## src/rtl/scoreboard_pkg.sv

```systemverilog
// Shared constants, press-FSM state type and 7-segment decoder for the scoreboard.
package scoreboard_pkg;

    localparam int unsigned SCORE_W             = 7;
    localparam int unsigned DEBOUNCE_MS_DEFAULT = 10;
    localparam int unsigned LONG_MS_DEFAULT     = 1000;

    // Active-high segments, bit0 = a ... bit6 = g.
    localparam logic [6:0] SEG_0     = 7'h3F;
    localparam logic [6:0] SEG_1     = 7'h06;
    localparam logic [6:0] SEG_2     = 7'h5B;
    localparam logic [6:0] SEG_3     = 7'h4F;
    localparam logic [6:0] SEG_4     = 7'h66;
    localparam logic [6:0] SEG_5     = 7'h6D;
    localparam logic [6:0] SEG_6     = 7'h7D;
    localparam logic [6:0] SEG_7     = 7'h07;
    localparam logic [6:0] SEG_8     = 7'h7F;
    localparam logic [6:0] SEG_9     = 7'h6F;
    localparam logic [6:0] SEG_BLANK = 7'h00;

    typedef enum logic [1:0] {
        StIdle,
        StHeld,
        StLongDone
    } press_state_e;

    // Digits above 9 cannot occur for a score <= 99; they show blank.
    function automatic logic [6:0] seg_decode(input logic [SCORE_W-1:0] digit);
        logic [6:0] seg;
        case (digit)
            7'd0:    seg = SEG_0;
            7'd1:    seg = SEG_1;
            7'd2:    seg = SEG_2;
            7'd3:    seg = SEG_3;
            7'd4:    seg = SEG_4;
            7'd5:    seg = SEG_5;
            7'd6:    seg = SEG_6;
            7'd7:    seg = SEG_7;
            7'd8:    seg = SEG_8;
            7'd9:    seg = SEG_9;
            default: seg = SEG_BLANK;
        endcase
        return seg;
    endfunction

endpackage

```

## src/rtl/button_event_unit.sv

```systemverilog
// Per-button synchroniser, debouncer and short/long press classifier.
module button_event_unit
    import scoreboard_pkg::*;
#(
    parameter int unsigned DEBOUNCE_MS = DEBOUNCE_MS_DEFAULT,
    parameter int unsigned LONG_MS     = LONG_MS_DEFAULT
) (
    input  logic clk_1khz_i,
    input  logic rst_ni,
    input  logic button_i,
    output logic short_o,
    output logic long_o
);

    localparam int unsigned DEB_W  = $clog2(DEBOUNCE_MS + 1);
    localparam int unsigned HOLD_W = $clog2(LONG_MS + 1);
    localparam logic [DEB_W-1:0]  DEB_LAST  = DEB_W'(DEBOUNCE_MS - 1);
    localparam logic [HOLD_W-1:0] HOLD_LAST = HOLD_W'(LONG_MS - 1);
    localparam logic [HOLD_W-1:0] HOLD_MAX  = HOLD_W'(LONG_MS);

    logic [1:0]        sync_q;
    logic              deb_q, deb_d;
    logic [DEB_W-1:0]  deb_cnt_q, deb_cnt_d;
    logic [HOLD_W-1:0] hold_q, hold_d;
    press_state_e      state_q, state_d;

    // Debounce: accept the synchronised level only after it has differed for DEBOUNCE_MS cycles.
    always_comb begin
        deb_d     = deb_q;
        deb_cnt_d = '0;
        if (sync_q[1] != deb_q) begin
            if (deb_cnt_q == DEB_LAST) begin
                deb_d = sync_q[1];
            end else begin
                deb_cnt_d = deb_cnt_q + DEB_W'(1);
            end
        end
    end

    // Press FSM: classify each debounced press as short or long, one pulse per press.
    always_comb begin
        state_d = state_q;
        hold_d  = hold_q;
        short_o = 1'b0;
        long_o  = 1'b0;
        unique case (state_q)
            StIdle: begin
                if (deb_q) begin
                    state_d = StHeld;
                    hold_d  = '0;
                end
            end
            StHeld: begin
                if (!deb_q) begin
                    short_o = 1'b1;
                    state_d = StIdle;
                end else if (hold_q == HOLD_LAST) begin
                    long_o  = 1'b1;
                    hold_d  = HOLD_MAX;
                    state_d = StLongDone;
                end else begin
                    hold_d = hold_q + HOLD_W'(1);
                end
            end
            StLongDone: begin
                // Release after a long press is silent.
                if (!deb_q) begin
                    state_d = StIdle;
                end
            end
            default: state_d = StIdle;
        endcase
    end

    // State registers; reset aborts any press in progress.
    always_ff @(posedge clk_1khz_i or negedge rst_ni) begin
        if (!rst_ni) begin
            sync_q    <= '0;
            deb_q     <= 1'b0;
            deb_cnt_q <= '0;
            hold_q    <= '0;
            state_q   <= StIdle;
        end else begin
            sync_q    <= {sync_q[0], button_i};
            deb_q     <= deb_d;
            deb_cnt_q <= deb_cnt_d;
            hold_q    <= hold_d;
            state_q   <= state_d;
        end
    end

endmodule

```

## src/rtl/scoreboard_top_core.sv

```systemverilog
// Two-button scoreboard: press events drive a 0..MAX_SCORE counter shown on two 7-seg digits.
module scoreboard_top_core
    import scoreboard_pkg::*;
#(
    parameter int unsigned DEBOUNCE_MS = DEBOUNCE_MS_DEFAULT,
    parameter int unsigned LONG_MS     = LONG_MS_DEFAULT,
    parameter int unsigned MAX_SCORE   = 99
) (
    input  logic       clk_1khz_i,
    input  logic       rst_ni,
    input  logic       pushbutton_p1_i,
    input  logic       pushbutton_p2_i,
    output logic [6:0] seg_tens_o,
    output logic [6:0] seg_ones_o
);

    localparam logic [SCORE_W-1:0] SCORE_MAX = SCORE_W'(MAX_SCORE);
    localparam logic [SCORE_W-1:0] TEN       = SCORE_W'(10);

    logic               p1_short, p1_long, p2_short, p2_long;
    logic [SCORE_W-1:0] score_q, score_d;
    logic [SCORE_W-1:0] tens, ones;

    button_event_unit #(
        .DEBOUNCE_MS(DEBOUNCE_MS),
        .LONG_MS    (LONG_MS)
    ) u_p1 (
        .clk_1khz_i(clk_1khz_i),
        .rst_ni    (rst_ni),
        .button_i  (pushbutton_p1_i),
        .short_o   (p1_short),
        .long_o    (p1_long)
    );

    button_event_unit #(
        .DEBOUNCE_MS(DEBOUNCE_MS),
        .LONG_MS    (LONG_MS)
    ) u_p2 (
        .clk_1khz_i(clk_1khz_i),
        .rst_ni    (rst_ni),
        .button_i  (pushbutton_p2_i),
        .short_o   (p2_short),
        .long_o    (p2_long)
    );

    // Next score: long clears with priority; opposing shorts cancel each other.
    always_comb begin
        score_d = score_q;
        if (p1_long || p2_long) begin
            score_d = '0;
        end else if (p1_short && !p2_short) begin
            score_d = (score_q >= SCORE_MAX) ? '0 : score_q + SCORE_W'(1);
        end else if (p2_short && !p1_short) begin
            score_d = (score_q == '0) ? '0 : score_q - SCORE_W'(1);
        end
    end

    // Score register.
    always_ff @(posedge clk_1khz_i or negedge rst_ni) begin
        if (!rst_ni) begin
            score_q <= '0;
        end else begin
            score_q <= score_d;
        end
    end

    // Decimal split and segment decode straight from the register.
    always_comb begin
        tens       = score_q / TEN;
        ones       = score_q % TEN;
        seg_tens_o = seg_decode(tens);
        seg_ones_o = seg_decode(ones);
    end

endmodule

```

## config.mk

```make
export PLATFORM = sky130hd
export DESIGN_NAME = scoreboard_top_core
export DESIGN_NICKNAME = d
export VERILOG_FILES = /design/src/rtl/scoreboard_pkg.sv /design/src/rtl/button_event_unit.sv /design/src/rtl/scoreboard_top_core.sv
export SDC_FILE = /design/constraint.sdc
export NUM_CORES = 1
export LEC_CHECK = 0
export CAP_MARGIN = 10
export CORE_ASPECT_RATIO = 1.5
export CORE_MARGIN = 2
export CORE_UTILIZATION = 35
export DETAILED_ROUTE_END_ITERATION = 16
export SETUP_SLACK_MARGIN = 0.02
export SLEW_MARGIN = 30
export SYNTH_ARGS = -nofsm -noshare
export SYNTH_HDL_FRONTEND = slang
export SYNTH_SLANG_ARGS = --single-unit
```

## constraint.sdc

```tcl
create_clock -name clk_1khz_i -period 8.87 [get_ports clk_1khz_i]
set_clock_uncertainty 0.1 [all_clocks]
set_input_delay 0.887 -clock clk_1khz_i [delete_from_list [all_inputs] [get_ports clk_1khz_i]]
set_output_delay 0.887 -clock clk_1khz_i [all_outputs]
set_load 0.1 [all_outputs]
```

==> flow_summary_export.csv, run 1 <==
group,metric,value,unit
global_route,grt_use_total,15.28,%
hold_path,hp-class,"reg2reg",
synthesis,seq_area_frac_synth,31.08,%
job,max-cap-violations,0,
setup_path,crit_slowest_cell,"clkdlybuf4s50_1",
synthesis,synth.cell_area,3623,um^2
routing,antenna_left,0,
routing,drt_iter0_markers,211,
synthesis,yosysWarnings,0,
finish,nNetsFinal,475,
global_route,grt_overflow_total,0,
sta,finalMaxSlewViolations,0,
floorplan,fp.coreArea,10080,um^2
routing,wire_per_inst,14.53,um
routing,vias_per_cell,5.737,
synthesis,synth_cells,447,
synthesis,synthArstFlopShare,100.0,%
synthesis,syn_nets,474,
synthesis,synth_cell_type_count,66,
setup_path,path_buf_inv,2,
global_route,grt_pass1_wl,14.09,mm
sta,final.setup.tns,0,ns
synthesis,ys_ff_latch,45,
sta,post-route-min-period,6.357,ns
setup_path,crit_fanout,28,
clock_tree,postCtsSetupRepairBufs,0,
synthesis,synth_edf_count,0,
clock_tree,cts_sinks,45,
finish,antenna_cells,0,
floorplan,die-area,11200,um^2
synthesis,netlist.area_leader.share,31.08,%
clock_tree,cts_tree,"built",
clock_tree,cts_buffers,5,
floorplan,pin_count,18,
sta,rsz0062_at_grt,"false",
finish,fillers,1012,
finish,final_layout_size_suffix_gt1_share,4.900,%
setup_path,path_class,"reg2out",
sta,hold_violations,0,
setup_path,end_kind,"primary output",
synthesis,synth_commonest_cells,"dfrtp_1 (45), nor2_1 (45), nand2_1 (44)",
synthesis,yosysTopAreaCell,"dfrtp_1",
run_status,outcome,"finished clean",
clock_tree,clk_transition_reported_paths,0.06,ns
clock_tree,cts_hold_buf,0,
global_route,grt_max_degree,46,
global_route,antenna_found_initial,0,
routing,firstDrtPassIters,4,
setup_path,cpPeakStageDelay,1.14,ns
setup_path,cp.arrival,5.37,ns
clock_tree,clock_path_buffers,2,
sta,worst_pin_slew,0.9815,ns
placement,io_buffers,17,
synthesis,synthTopCellsByArea,"dfrtp_1 (31%), ha_1 (7.9%), a21oi_1 (5.1%), nor2_1 (4.7%), nand2_1 (4.6%)",
synthesis,avgSynthCellArea,8.106,um^2
sta,fmax,157.3,MHz
clock_tree,cts_resized,0,
routing,drcViolationCount,0,
clock_tree,root_buffer,"clkbuf_16",
global_route,grt_pass1_vias,3142,
floorplan,rows,45,
floorplan,start_util,35.95,%
synthesis,synth-main-ff-cell,"dfrtp_1",
sta,slew_headroom,34.36,%
setup_path,crit_required,7.88,ns
floorplan,fp.dieH,128.6,um
setup_path,crit_path_start_kind,"flip-flop",
clock_tree,cts_htree_levels,2,
placement,hpwl,5.967,mm
routing,vias,3247,
sta,setup_viol,0,
routing,wl,8.223,mm
sta,finalCritPeriodShare,71.67,%
setup_path,crit_chain,"nand2b_2, o21ai_0, a22oi_1, nor2_1, a311oi_1, ha_1, inv_1, a221oi_4, xnor2_1, ha_1, nor2_1, o21ai_0, o211ai_1, a21oi_1, clkdlybuf4s50_1",
placement,gp_congestion,0.8500,
finish,syn2layout_area_growth,9.220,%
clock_tree,clock_latency,0.29,ns
setup_path,cpLargestDelayFamily,"compound AO/OA/AOI/OAI gates",
floorplan,die_w,87.08,um
[logic make-up after synthesis]
family	synth area share (%)
buffers and inverters	5.076
xor gates and xnor gates	3.142
muxes	2.832
and+or+nand+nor	24.76
DFF	31.08
AOI/OAI and AO/OA	25.17
adders and majority gates	7.942
[sequential cells by signal (all words and copies together), names as in the netlist]
signal and flops:
u_p1.hold_q 10, u_p2.hold_q 10, score_q 7, u_p1.deb_cnt_q 4, u_p2.deb_cnt_q 4, u_p1.state_q 2
u_p1.sync_q 2, u_p2.state_q 2, u_p2.sync_q 2, u_p1.deb_q 1, u_p2.deb_q 1
[worst reg2reg max path, delay by kind of cell, from the launching register on]
family,cells,cell delay [ns]
AOI/OAI and AO/OA,3,0.36
DFF,1,0.70
and+or+nand+nor,4,1.21
[cell usage in the layout, fill, tap and decap left out, types with 3 or more instances in the layout]
| master | netlist | routed |
|---|---|---|
| o31ai_1 | 3 | 3 |
| inv_1 | 16 | 16 |
| a31oi_1 | 7 | 7 |
| dfrtp_1 | 45 | 45 |
| ha_1 | 23 | 23 |
| o32ai_1 | 3 | 3 |
| nand3_1 | 18 | 18 |
| clkdlybuf4s50_1 | 0 | 16 |
| nor3_1 | 16 | 16 |
| nor4_1 | 3 | 3 |
| a22oi_1 | 5 | 5 |
| a211oi_1 | 3 | 3 |
| o21ai_1 | 3 | 3 |
| o31a_1 | 3 | 3 |
| a22o_1 | 5 | 5 |
| a21oi_1 | 37 | 37 |
| o21ai_0 | 29 | 29 |
| nand2b_1 | 12 | 12 |
| nor2b_1 | 8 | 8 |
| nor3b_1 | 5 | 5 |
| and3_1 | 4 | 4 |
| xnor2_1 | 7 | 7 |
| nand4_1 | 4 | 4 |
| clkbuf_1 | 13 | 3 |
| o221ai_1 | 4 | 4 |
| clkbuf_16 | 0 | 5 |
| mux2i_1 | 8 | 8 |
| nand2_1 | 44 | 44 |
| o22ai_1 | 7 | 7 |
| nor2_1 | 45 | 45 |
| nand3b_1 | 6 | 6 |
| o211ai_1 | 5 | 5 |
| xor2_1 | 6 | 6 |
[final cells by class]
class	count	area, um^2	area share (%)
clock buffer	8	136.4	3.446
inverter	18	67.56	1.707
multi-input combinational	361	2313	58.46
sequential	45	1126	28.45
tap	117	146.4	3.699
timing repair buffer	17	167.7	4.236
[path summary, 6_finish.rpt]
path                                start             end  slack [ns]  cells past startpoint
min in group asynchronous          rst_ni  u_p2.hold_q[3]        0.49                      1
max in group asynchronous          rst_ni  u_p2.hold_q[2]        7.79                      1
hold reg to reg            u_p1.sync_q[0]  u_p1.sync_q[1]        0.25                      0
setup / recovery               score_q[4]   seg_ones_o[1]        2.51                     15
hold / removal             u_p1.sync_q[0]  u_p1.sync_q[1]        0.25                      0
setup reg to reg               score_q[2]      score_q[5]        6.42                      7
[per-stage QoR]
step | worst slack [ns] | hold WS (ns) | instances | utilization, % | cell area, um^2
floorplan | 2.879 | 0.2312 | 447 | - | 3623
global placement | 2.995 | 0.2311 | 558 | 37.89 | 3819
detailed placement | 2.869 | 0.2347 | 558 | 37.91 | 3821
CTS | 2.547 | 0.2480 | 566 | 39.27 | 3958
global route | 2.101 | 0.2610 | 566 | 39.27 | 3958
finish | 2.513 | 0.2464 | 566 | 39.27 | 3958
[routing by layer]
metal | routed length, um | part of all wire (%) | track usage (%) | vias to the layer above
li1 | - | - | - | 1629
met1 | 3417 | 42 | 17.28 | 1537
met2 | 4367 | 53 | 28.02 | 63
met3 | 185 | 2.2 | 1.732 | 18
met4 | 252 | 3.1 | 7.077 | 0
met5 | 0 | 0 | 0 | -
Power of run 1 is not shown: default switching activity piles up to over one toggle a cycle in this logic, so the estimate is an artifact.
==> run 2, diff against run 1 <==
Clock period 8.87 ns to 6 ns, I/O delays scaled along.
==> run 2 against run 1 <==
- non-clock buffer count grew 2
- global-route usage shrank 0.11 points
- sequential cell count is the same
==> flow_summary_export.csv, run 2 (synthesis gave the netlist of run 1 again) <==
group,metric,value,unit
finish,syn2layout_area_growth,9.737,%
global_route,grt_pass1_wl,14.07,mm
floorplan,start_util,35.95,%
floorplan,rows,45,
setup_path,end_kind,"primary output",
sta,slew_headroom,35.64,%
finish,antenna_cells,0,
setup_path,path_class,"reg2out",
job,max-cap-violations,0,
sta,finalMaxSlewViolations,0,
sta,worst_pin_slew,0.9624,ns
setup_path,crit_fanout,30,
routing,vias,3305,
routing,drt_iter0_markers,176,
clock_tree,clock_latency,0.29,ns
floorplan,pin_count,18,
routing,firstDrtPassIters,5,
setup_path,crit_required,5.30,ns
finish,final_layout_size_suffix_gt1_share,8.647,%
clock_tree,cts_resized,0,
clock_tree,root_buffer,"clkbuf_16",
sta,post-route-min-period,5.199,ns
clock_tree,postCtsSetupRepairBufs,0,
global_route,grt_overflow_total,0,
placement,gp_congestion,0.8638,
routing,antenna_left,0,
floorplan,die_w,87.08,um
global_route,grt_pass1_vias,3128,
sta,setup_viol,0,
sta,finalCritPeriodShare,86.65,%
setup_path,rr_worst_depth,7,
finish,final_cell_mix,"nor2_1 (45), dfrtp_1 (45), nand2_1 (44), a21oi_1 (37), o21ai_0 (29)",
clock_tree,cts_tree,"built",
finish,largest_registers,"u_p1.hold_q (10), u_p2.hold_q (10), score_q (7)",
setup_path,crit_path_start_kind,"flip-flop",
sta,fmax,192.4,MHz
sta,hold_violations,0,
clock_tree,clk_transition_reported_paths,0.06,ns
clock_tree,cts_sinks,45,
floorplan,fp.dieH,128.6,um
setup_path,cp.arrival,4.50,ns
routing,vias_per_cell,5.819,
routing,wl,8.116,mm
clock_tree,cts_hold_buf,0,
floorplan,die-area,11200,um^2
placement,hpwl,5.847,mm
clock_tree,cts_htree_levels,2,
placement,io_buffers,17,
global_route,antenna_found_initial,0,
clock_tree,cts_buffers,5,
hold_path,hp-class,"in2async",
global_route,grt_max_degree,46,
sta,final.setup.tns,0,ns
routing,wire_per_inst,14.29,um
global_route,grt_use_total,15.16,%
clock_tree,clock_path_buffers,2,
finish,nNetsFinal,477,
routing,drcViolationCount,0,
run_status,outcome,"finished clean",
floorplan,fp.coreArea,10080,um^2
sta,rsz0062_at_grt,"false",
-- run 2: per-layer routing --
layer / vias to the layer above / wire length, um / GRT usage, %
li1: 1629 / - / -
met1: 1569 / 3424 / 17.79
met2: 91 / 4190 / 26.94
met3: 16 / 260 / 2.053
met4: 0 / 240 / 6.893
met5: - / 0 / 0
-- run 2: stage by stage --
step	cells	util, %	instance area, um^2	hold slack (ns)	setup slack (ns)
floorplan	447	-	3623	0.2044	0.2958
global placement	560	37.72	3801	0.2317	1.254
detailed placement	560	37.74	3804	0.2347	1.130
CTS	568	39.45	3976	0.2336	0.8154
global route	568	39.45	3976	0.2584	0.3812
finish	568	39.45	3976	0.2063	0.8013
-- run 2: layout make-up --
| class | instances | area (um^2) |
|---|---|---|
| fillers | 1028 | 6102 |
| multi-input cells | 361 | 2313 |
| flip-flops and latches | 45 | 1126 |
| repair buffers | 19 | 150.1 |
| well taps | 117 | 146.4 |
| clock buffers | 7 | 142.6 |
| inverters | 18 | 67.56 |
| clock inverters | 1 | 30.03 |
-- run 2: worst paths after layout --
check                               startpoint           endpoint  slack [ns]
worst min register to register  u_p2.sync_q[0]     u_p2.sync_q[1]        0.25
worst min-delay path                    rst_ni     u_p2.hold_q[6]        0.21
min in group clk_1khz_i         u_p2.sync_q[0]     u_p2.sync_q[1]        0.25
worst max register to register      score_q[2]         score_q[4]        3.61
max in group asynchronous               rst_ni  u_p2.deb_cnt_q[3]        5.19
worst max-delay path                score_q[5]      seg_ones_o[1]        0.80
-- run 2: worst max-delay path, stage by stage, from the launching register on --
cell and delay (ns):
dfrtp_1 0.89, nand2b_1 0.26, o21ai_0 0.10, a22oi_1 0.17, nor2_1 0.06, a311oi_1 0.40, ha_1 0.34, inv_1 0.14
a221oi_4 0.45, xnor2_1 0.24, ha_1 0.34, o31a_1 0.31, o211ai_1 0.16, a21oi_1 0.09, buf_4 0.27
Power of run 2 is left out for the same reason.
==> run 3, diff against run 2 <==
Settings changed: CORE_UTILIZATION 35 to 50, PLACE_DENSITY set to 0.68.
Clock period 6 ns to 6.3 ns, I/O delays scaled along.
==> run 3 against run 2 <==
- count of clock-buffer cells in the layout did not move
- critical path depth fell by 3
- setup slack improved by 0.13 ns
- final cell count fell by 6.9%
- first-iteration DRC count rose by 1.7%
- die area fell by 29%
- via count fell by 2.7%
- critical endpoint is now seg_tens_o[4]
- global-route usage rose by 6.1 points
==> flow_summary_export.csv, run 3 (synthesis gave the netlist of run 1 again) <==
group,metric,value,unit
run_status,outcome,"finished clean",
placement,place_ws,1.230,ns
clock_tree,cts_htree_levels,2,
routing,wire_per_inst,15.20,um
routing,drt_iter0_markers,179,
clock_tree,postCtsSetupRepairBufs,0,
setup_path,path_class,"reg2out",
setup_path,crit_required,5.57,ns
job,max-cap-violations,0,
setup_path,end_kind,"primary output",
sta,final.setup.tns,0,ns
clock_tree,clk_transition_reported_paths,0.08,ns
routing,vias,3217,
setup_path,crit_fanout,28,
placement,hpwl,5.969,mm
finish,final_cell_mix,"nor2_1 (45), dfrtp_1 (45), nand2_1 (44), a21oi_1 (37), o21ai_0 (29)",
floorplan,pin_count,18,
global_route,grt_pass1_vias,3097,
placement,io_buffers,17,
global_route,grt_pass1_wl,13.67,mm
placement,gp_congestion,0.9170,
sta,fin_ws,0.9283,ns
finish,syn2layout_area_growth,6.354,%
global_route,grt_overflow_total,0,
routing,topRoutingLayerUsed,"met4",
finish,final_layout_size_suffix_gt1_share,8.463,%
routing,wl_met2,4.566,mm
finish,largest_registers,"u_p1.hold_q (10), u_p2.hold_q (10), score_q (7)",
routing,drcViolationCount,0,
global_route,grt_use_total,21.29,%
routing,met3_length,144,um
routing,drt-met1-wl,3.127,mm
finish,fillers,677,
setup_path,r2r_setup_slack,3.87,ns
clock_tree,cts_tree,"built",
finish,ff_latch_area,1126,um^2
sta,setup_viol,0,
finish,nNetsFinal,475,
routing,firstDrtPassIters,4,
sta,finalCritPeriodShare,85.27,%
floorplan,fp.dieH,108.3,um
routing,vias_per_cell,6.081,
clock_tree,clock_path_buffers,2,
clock_tree,root_buffer,"clkbuf_8",
floorplan,rows,38,
sta,finalMaxSlewViolations,0,
finish,antenna_cells,0,
finish,multi_input_area,2321,um^2
floorplan,die-area,7958,um^2
clock_tree,cts_buffers,5,
setup_path,rr_worst_depth,7,
global_route,grt_max_degree,46,
floorplan,die_w,73.51,um
hold_path,hp-class,"in2async",
clock_tree,clock_latency,0.29,ns
sta,fmax,186.2,MHz
clock_tree,cts_resized,0,
sta,slew_headroom,35.44,%
placement,placedCellCount,521,
global_route,antenna_found_initial,0,
sta,hold_violations,0,
sta,worst_pin_slew,0.9654,ns
routing,antenna_left,0,
routing,wl,8.040,mm
sta,rsz0062_at_grt,"false",
sta,post-route-min-period,5.372,ns
setup_path,crit_path_start_kind,"flip-flop",
finish,fin_cells,529,
floorplan,fp.coreArea,7132,um^2
clock_tree,cts_sinks,45,
sta,hold_ws,0.2287,ns
floorplan,start_util,50.81,%
setup_path,cp.arrival,4.64,ns
clock_tree,cts_hold_buf,0,
[run 3: per-layer routing]
metal,up-vias,track usage (%)
met5,-,0
met1,1541,22.47
met2,48,41.52
met4,0,8.571
li1,1615,-
met3,13,1.864
[run 3: final timing paths]
path / from / to
setup reg to reg: score_q[2] / score_q[5]
hold reg to reg: u_p1.sync_q[0] / u_p1.sync_q[1]
hold / removal: rst_ni / u_p2.hold_q[6]
min in group clk_1khz_i: u_p1.sync_q[0] / u_p1.sync_q[1]
setup / recovery: score_q[4] / seg_tens_o[4]
max in group asynchronous: rst_ni / u_p1.state_q[0]
[run 3: worst max-delay path, stage by stage, from the launching register on]
cell and delay [ns]:
dfrtp_1 0.87, nand2b_2 0.33, o21ai_0 0.11, a22oi_1 0.17
nor2_1 0.06, a311oi_1 0.39, ha_1 0.32, inv_1 0.14
a221oi_4 0.45, ha_1 0.25, a22o_1 0.13, clkdlybuf4s50_1 1.12
[run 3: cell type report]
cell class	count	share of cell area (%)
timing repair buffer	17	3.571
sequential	45	29.22
clock inverter	1	0.1299
tap	80	2.597
multi-input combinational	361	60.23
clock buffer	7	2.500
inverter	18	1.753
[run 3: metrics by stage]
step | instance area [um^2] | util [%]
6_report | 3854 | 54.04
2_1_floorplan | 3623 | -
5_1_grt | 3854 | 54.04
3_3_place_gp | 3742 | 52.47
3_5_place_dp | 3745 | 52.51
4_1_cts | 3846 | 53.93
Power of run 3 is left out for the same reason.
